$ cat src/rtl/pwm_pkg.sv
// Shared PWM definitions: capture FSM encoding and the default counter width.
// The LED PWM generator uses the same width, so capture and generation cover the same range.
package pwm_pkg;

  localparam int PWM_CNT_W       = 26;
  localparam int PWM_SYNC_STAGES = 2;

  typedef enum logic {
    ST_IDLE = 1'b0,
    ST_MEAS = 1'b1
  } pwm_state_t;

endpackage

$ cat src/rtl/pwm_edge_sync.sv
// Synchronizes an async input and flags its rising/falling edges.
// Latency: P_SYNC_STAGES cycles to o_sync, with rise/fall combinational from it; no backpressure.
module pwm_edge_sync
  import pwm_pkg::*;
#(
  parameter int P_SYNC_STAGES = PWM_SYNC_STAGES
) (
  input  logic i_clk,
  input  logic i_rst_n,
  input  logic i_async,
  output logic o_sync,
  output logic o_rise,
  output logic o_fall
);

  logic [P_SYNC_STAGES-1:0] r_sync;
  logic                     r_dly;

  always_ff @(posedge i_clk or negedge i_rst_n) begin
    if (!i_rst_n) begin
      r_sync <= '0;
      r_dly  <= 1'b0;
    end else begin
      r_sync <= {r_sync[P_SYNC_STAGES-2:0], i_async};
      r_dly  <= r_sync[P_SYNC_STAGES-1];
    end
  end

  assign o_sync = r_sync[P_SYNC_STAGES-1];
  assign o_rise = o_sync & ~r_dly;
  assign o_fall = ~o_sync & r_dly;

endmodule

$ cat src/rtl/pwm_capture.sv
// Measures high time and rising-to-rising period of an async PWM input, in clocks.
// Latency: input edge to o_valid is P_SYNC_STAGES+1 clocks; no backpressure, strobe is fire-and-forget.
module pwm_capture
  import pwm_pkg::*;
#(
  parameter int P_CNT_W       = PWM_CNT_W,
  parameter int P_SYNC_STAGES = PWM_SYNC_STAGES
) (
  input  logic               i_clk,
  input  logic               i_rst_n,
  input  logic               i_pwm,
  output logic               o_level,
  output logic [P_CNT_W-1:0] o_high_cnt,
  output logic [P_CNT_W-1:0] o_period_cnt,
  output logic               o_valid,
  output logic               o_timeout
);

  localparam logic [P_CNT_W-1:0] CNT_MAX = '1;
  localparam logic [P_CNT_W-1:0] CNT_ONE = P_CNT_W'(1);

  logic               w_sync;
  logic               w_rise;
  logic               w_fall;
  pwm_state_t         r_state;
  logic [P_CNT_W-1:0] r_cnt;
  logic [P_CNT_W-1:0] r_high;

  pwm_edge_sync #(
    .P_SYNC_STAGES (P_SYNC_STAGES)
  ) u_edge_sync (
    .i_clk   (i_clk),
    .i_rst_n (i_rst_n),
    .i_async (i_pwm),
    .o_sync  (w_sync),
    .o_rise  (w_rise),
    .o_fall  (w_fall)
  );

  assign o_level = w_sync;

  // r_cnt is 1 on the cycle after a rise, so a sample taken at rise+N reads N.
  always_ff @(posedge i_clk or negedge i_rst_n) begin
    if (!i_rst_n) begin
      r_state      <= ST_IDLE;
      r_cnt        <= '0;
      r_high       <= '0;
      o_high_cnt   <= '0;
      o_period_cnt <= '0;
      o_valid      <= 1'b0;
      o_timeout    <= 1'b0;
    end else begin
      o_valid <= 1'b0;

      if (w_rise) begin
        r_cnt <= CNT_ONE;
      end else if (r_cnt != CNT_MAX) begin
        r_cnt <= r_cnt + CNT_ONE;
      end

      case (r_state)
        ST_IDLE: begin
          if (w_rise) begin
            r_state   <= ST_MEAS;
            o_timeout <= 1'b0;
          end
        end
        ST_MEAS: begin
          if (w_fall) begin
            r_high <= r_cnt;
          end
          if (w_rise) begin
            o_period_cnt <= r_cnt;
            o_high_cnt   <= r_high;
            o_valid      <= 1'b1;
          end else if (r_cnt == CNT_MAX) begin
            o_timeout <= 1'b1;
            r_state   <= ST_IDLE;
          end
        end
      endcase
    end
  end

endmodule

$ cat config.mk
export PLATFORM = sky130hd
export DESIGN_NAME = pwm_capture
export DESIGN_NICKNAME = d
export VERILOG_FILES = /design/src/rtl/pwm_pkg.sv /design/src/rtl/pwm_edge_sync.sv /design/src/rtl/pwm_capture.sv
export SDC_FILE = /design/constraint.sdc
export NUM_CORES = 1
export LEC_CHECK = 0
export CORE_MARGIN = 4
export CORE_UTILIZATION = 49
export DETAILED_ROUTE_END_ITERATION = 8
export GPL_TIMING_DRIVEN = 0
export MAX_ROUTING_LAYER = met4
export PLACE_DENSITY_LB_ADDON = 0.05
export SETUP_SLACK_MARGIN = 0.05
export SLEW_MARGIN = 30
export SYNTH_ARGS = -nofsm -noshare
export SYNTH_HDL_FRONTEND = slang
export SYNTH_SLANG_ARGS = --single-unit
$ cat constraint.sdc
create_clock -name i_clk -period 2.7 [get_ports i_clk]
set_clock_uncertainty 0.15 [all_clocks]
set_input_delay 0.27 -clock i_clk [delete_from_list [all_inputs] [get_ports i_clk]]
set_output_delay 0.27 -clock i_clk [all_outputs]
set_load 0.02 [all_outputs]
# Yosys cells after proc, flatten, opt, wreduce, memory -nomap -nowiden
# Index checks and enable logic that the tools add are counted.
# Widths: inputs -> output; s select.
# totals
reg_bits	110
out_inout_bits	55
elab_cells	35
# classes
add_sub_neg	1
eq_ne	5
n_mux	11
bitwise_logic	5
reduce_logical	4
# op_table
op	n
$mux 26	2
$add 26x1->26 const B	1
$eq 26x26->1 const B	1
$ne 26x26->1 const B	1
$mux 1	7
$ne 2x1->1 const B	2
$pmux 1 s2	2
$reduce_and 2->1	2
$not 1->1	3
$reduce_and 3->1	1
$and 1x1->1	2
$ne 2x2->1 const B	1
$reduce_bool 2->1	1

# Longest topological paths before layout
# depth
word_depth	4
depth_mapped	9
mapped_depth_nobuf	6

# Cells and area by module
# Synthesis repeated with hierarchy kept, for this count alone.
# hier_totals
cells_unflattened	341
area_unflattened_um2	4551.9
# by_module_without_submodules
module	instances	cells_each	area_per_inst_um2
pwm_capture	1	336	4461.8
pwm_edge_sync	1	5	90.1

# Worst setup path before layout
# OpenSTA, ideal clock, no wires.
# synth_timing
path_kind	register to register
start	register u_edge_sync.r_sync[1]
end	register o_high_cnt[0]
setup_ns	0.125
arrival_ns	2.384
required_time_ns	2.425
path_slack_ns	0.042
stages_incl_launch_ff	9
n_path_buf	4
cell_sequence	dfrtp_1 nand2b_1 inv_1 clkbuf_1 clkbuf_1 ha_1 clkbuf_1 clkbuf_1 mux2_2
# synth_via
elab_chain_cells	2
# synth_lines
item	line_no	rtl
start, declared	pwm_edge_sync.sv:16	logic [P_SYNC_STAGES-1:0] r_sync;
start signal, assigned	pwm_edge_sync.sv:24	r_sync <= {r_sync[P_SYNC_STAGES-2:0], i_async};
$and 1x1->1	pwm_edge_sync.sv:30	assign o_rise = o_sync & ~r_dly;
$reduce_and 2->1 (no line)	n/a	
end signal, assigned	pwm_capture.sv:74	o_high_cnt <= r_high;
end, declared	pwm_capture.sv:13	output logic [P_CNT_W-1:0] o_high_cnt,
# Every way passes these cells.
# A chain may end at the register's enable or synchronous reset.

# Worst setup path after layout
# layout_timing
start	register u_edge_sync.r_dly
end	register o_high_cnt[9]
# layout_via
elab_chain_cells	3
# layout_lines
item	line_no	rtl
start, declared	pwm_edge_sync.sv:17	logic r_dly;
start signal, assigned	pwm_edge_sync.sv:25	r_dly <= r_sync[P_SYNC_STAGES-1];
$not 1->1	pwm_edge_sync.sv:30	
$and 1x1->1	pwm_edge_sync.sv:30	
$reduce_and 2->1 (no line)	n/a	
# Every way passes these cells.

==> reports/results.ini <==
[hold_path]
min_delay_path_depth=1
hold_end=u_edge_sync.r_sync[0]
holdCritStartpoint=i_pwm
worstHoldPathType=primary input to flip-flop

[setup_path]
crit_path_max_incr_delay_ns=0.38
reg2reg_to=o_high_cnt[9]
crit_type=flip-flop to flip-flop
arrival_ns=2.63
rrSetupSlack_ns=0.18
crit_buf_inv=4
critPathMaxFanout=13
crit_required_ns=2.80
end_kind=flip-flop
slowest_stage=dfrtp_1
crit_family=buffers and inverters
path_common_cell=buf_2
r2r-start=u_edge_sync.r_dly
critPathLaunchType=flip-flop
path_cells=nand2b_1, clkinvlp_4, buf_2, ha_1, clkbuf_2, buf_2, mux2_2
r2r_cells=7

[grt]
grtUsageTotal=0.175
grt_pass1_wl_um=15000
grt_overflow=0
first_global_vias=2991
antenna_found_initial=0
grt_max_degree=73

[yosys]
synthDistinctLibCells=41
avgSynthCellArea_um2=13.3
synth_nets=341
ys_ff_latch=110
synth-edff-count=0
netlist_instances=336
yosysSeqAreaShare=0.614
synth_area_um2=4490
async_flop_share=1.00
synth_top_area_share=0.614
synth_flop_cell=dfrtp_1
synth_area_leaders=dfrtp_1, mux2_2, a21oi_1
yosysTopAreaCell=dfrtp_1
yosysWarningCount=0

[detailed_routing]
dr.pass1.iters=4
vias=2860
vias_per_cell=5.52
drc_errors=0
routedWlPerCell_um=16.2
totalWireLength_um=8380
ant_nets=0
drtIter0Drc=76

[timing]
maxSlewViolCount=0
rsz0062_at_grt=true
finalSetupViolations=0
setup_slack_ns=0.179
tns_ns=0
fin_crit_sh=0.934
finalHoldViolCount=0
worst_pin_slew_ns=0.620
relSlewSlack=0.587
fmax_mhz=397
period_minus_slack_ns=2.52

[floorplanning]
fp-row-count=34
die_area_um2=10700
start_util=0.509
core_area_um2=8810
boundaryPins=58
fp.dieH_um=104
die_w_um=104

[clock_tree]
tritoncts=done
numCtsBuffers=9
clk_path_buf_depth=2
path_clk_slew_ns=0.11
cts_sinks=110
clkLatencyLatePin_ns=0.37
cts.root.buffer_cell=clkbuf_8
htree_levels=3
post_cts_buffers=0

[flow_run]
cap_violations=0

[placement]
dpl.hpwl_um=5820
place_ws_ns=-0.932
numPortBuffers=57
gp_congestion=0.833

[outcome]
status=finished, final reports clean

[pwr]
pwr-share-comb=0.140
leakage_nw=2.53
p_clk_frac=0.287
internal_power_mw=2.33
peakVddDrop_v=0.000488
switchingPower_mw=0.882
swShare=0.275
seq_power_share=0.573
power.density_nw_per_um2=592

[layout]
n_fill_cell=733
area_growth_pct=20.8
multi_input_area_um2=1630
antenna_cells=0
final_nets=410
fin_util=0.616
drive_gt1_frac=0.271
seq_area_um2=2750

==> cells in the mapped netlist (3+ instances only) <==
library cell / number
dfrtp_1: 110
mux2_2: 76
nand2_1: 16
clkbuf_1: 15
a21oi_1: 13
nor2_1: 13
nand3_1: 12
o21ai_0: 9
a31oi_1: 6
and3_1: 6
nand4_1: 6
or3_1: 5
xnor2_1: 5
inv_1: 4
and4_1: 3
==> through the flow <==
stage	std cells	hold slack (ns)	cell area [um2]	power [mW]
finish	518	0.174	5420	3.21
global route	518	0.161	5420	3.39
CTS	518	0.155	5420	3.26
detailed placement	502	0.0488	5220	2.33
global placement	501	0.182	5190	2.31
floorplan	336	-0.176	4490	2.10
==> final cells by class <==
type | count | area share
multi-input cells | 203 | 0.300
clock inverters | 7 | 0.0102
inverters | 4 | 0.00346
well taps | 108 | 0.0249
repair buffers | 59 | 0.112
flip-flops and latches | 110 | 0.508
plain buffers | 18 | 0.0182
clock buffers | 9 | 0.0229
==> flip-flops by register name (all words and copies together) (netlist names) <==
name,count
o_high_cnt,26
u_edge_sync.r_dly,1
r_state,1
u_edge_sync.r_sync,2
r_cnt,26
o_timeout,1
o_valid,1
r_high,26
o_period_cnt,26
==> layout by cell type, fill, tap and decap left out, drive strengths merged, types with 3 or more instances in the layout <==
master / instances
a31oi: 6
nor2: 13
and3: 7
clkbuf: 19
and4: 3
nand4: 6
dfrtp: 110
o21ai: 9
nand2: 16
inv: 7
xnor2: 5
nand3: 12
or3: 5
mux2: 76
a21oi: 13
buf: 10
clkdlybuf4s50: 56
==> metal layers <==
metal | vias up | GRT usage | wire length (um)
met2 | 57 | 0.272 | 4120
met4 | 0 | 0.0522 | 85
met1 | 1453 | 0.226 | 3880
met3 | 8 | 0.0491 | 299
met5 | - | - | 0
li1 | 1342 | - | -
==> logic make-up (layout without fill, tap and decap cells) <==
family | after synthesis | count (layout) | share of synthesized area
flip-flops | 110 | 110 | 0.614
multiplexers | 78 | 78 | 0.195
AND/OR/NAND/NOR | 73 | 73 | 0.0868
AO/OA/AOI/OAI | 43 | 43 | 0.0614
buffers and inverters | 23 | 97 | 0.0237
XOR/XNOR | 7 | 7 | 0.0137
adder cells (fa/ha/maj) | 2 | 2 | 0.00558
==> worst max-delay path by stage <==
stage                               start                to  slack (ns)  cells after the start
detailed placement      u_edge_sync.r_dly   o_period_cnt[3]       -0.93                      8
finish                  u_edge_sync.r_dly     o_high_cnt[9]        0.18                      7
floorplan           u_edge_sync.r_sync[1]     o_high_cnt[0]        0.04                      8
CTS                     u_edge_sync.r_dly     o_high_cnt[9]        0.07                      7
global placement                  i_rst_n   o_period_cnt[1]       -2.93                      1
global route            u_edge_sync.r_dly  o_period_cnt[22]        0.05                      7
==> worst reg2reg max path, stage by stage (launching register included) <==
cell	delay, ns
dfrtp_1	0.38
nand2b_1	0.21
clkinvlp_4	0.24
buf_2	0.31
ha_1	0.22
clkbuf_2	0.22
buf_2	0.31
mux2_2	0.38
==> power groups by stage <==
stage / Clock (mW) / Combinational [mW] / Sequential, mW
final: 0.921 / 0.450 / 1.84
after global routing: 1.02 / 0.499 / 1.86
after CTS: 0.962 / 0.461 / 1.84
after detailed placement: 0 / 0.455 / 1.87
after global placement: 0 / 0.446 / 1.87
after floorplan: 0 / 0.176 / 1.93
==> what timing repair did <==
item,CTS,global route
resized for setup,9,5
endpoints found under the setup margin,52,40
endpoints found under the hold margin,38,0
hold buffers,1,0
No activity file was read; power rests on OpenSTA's default activity.
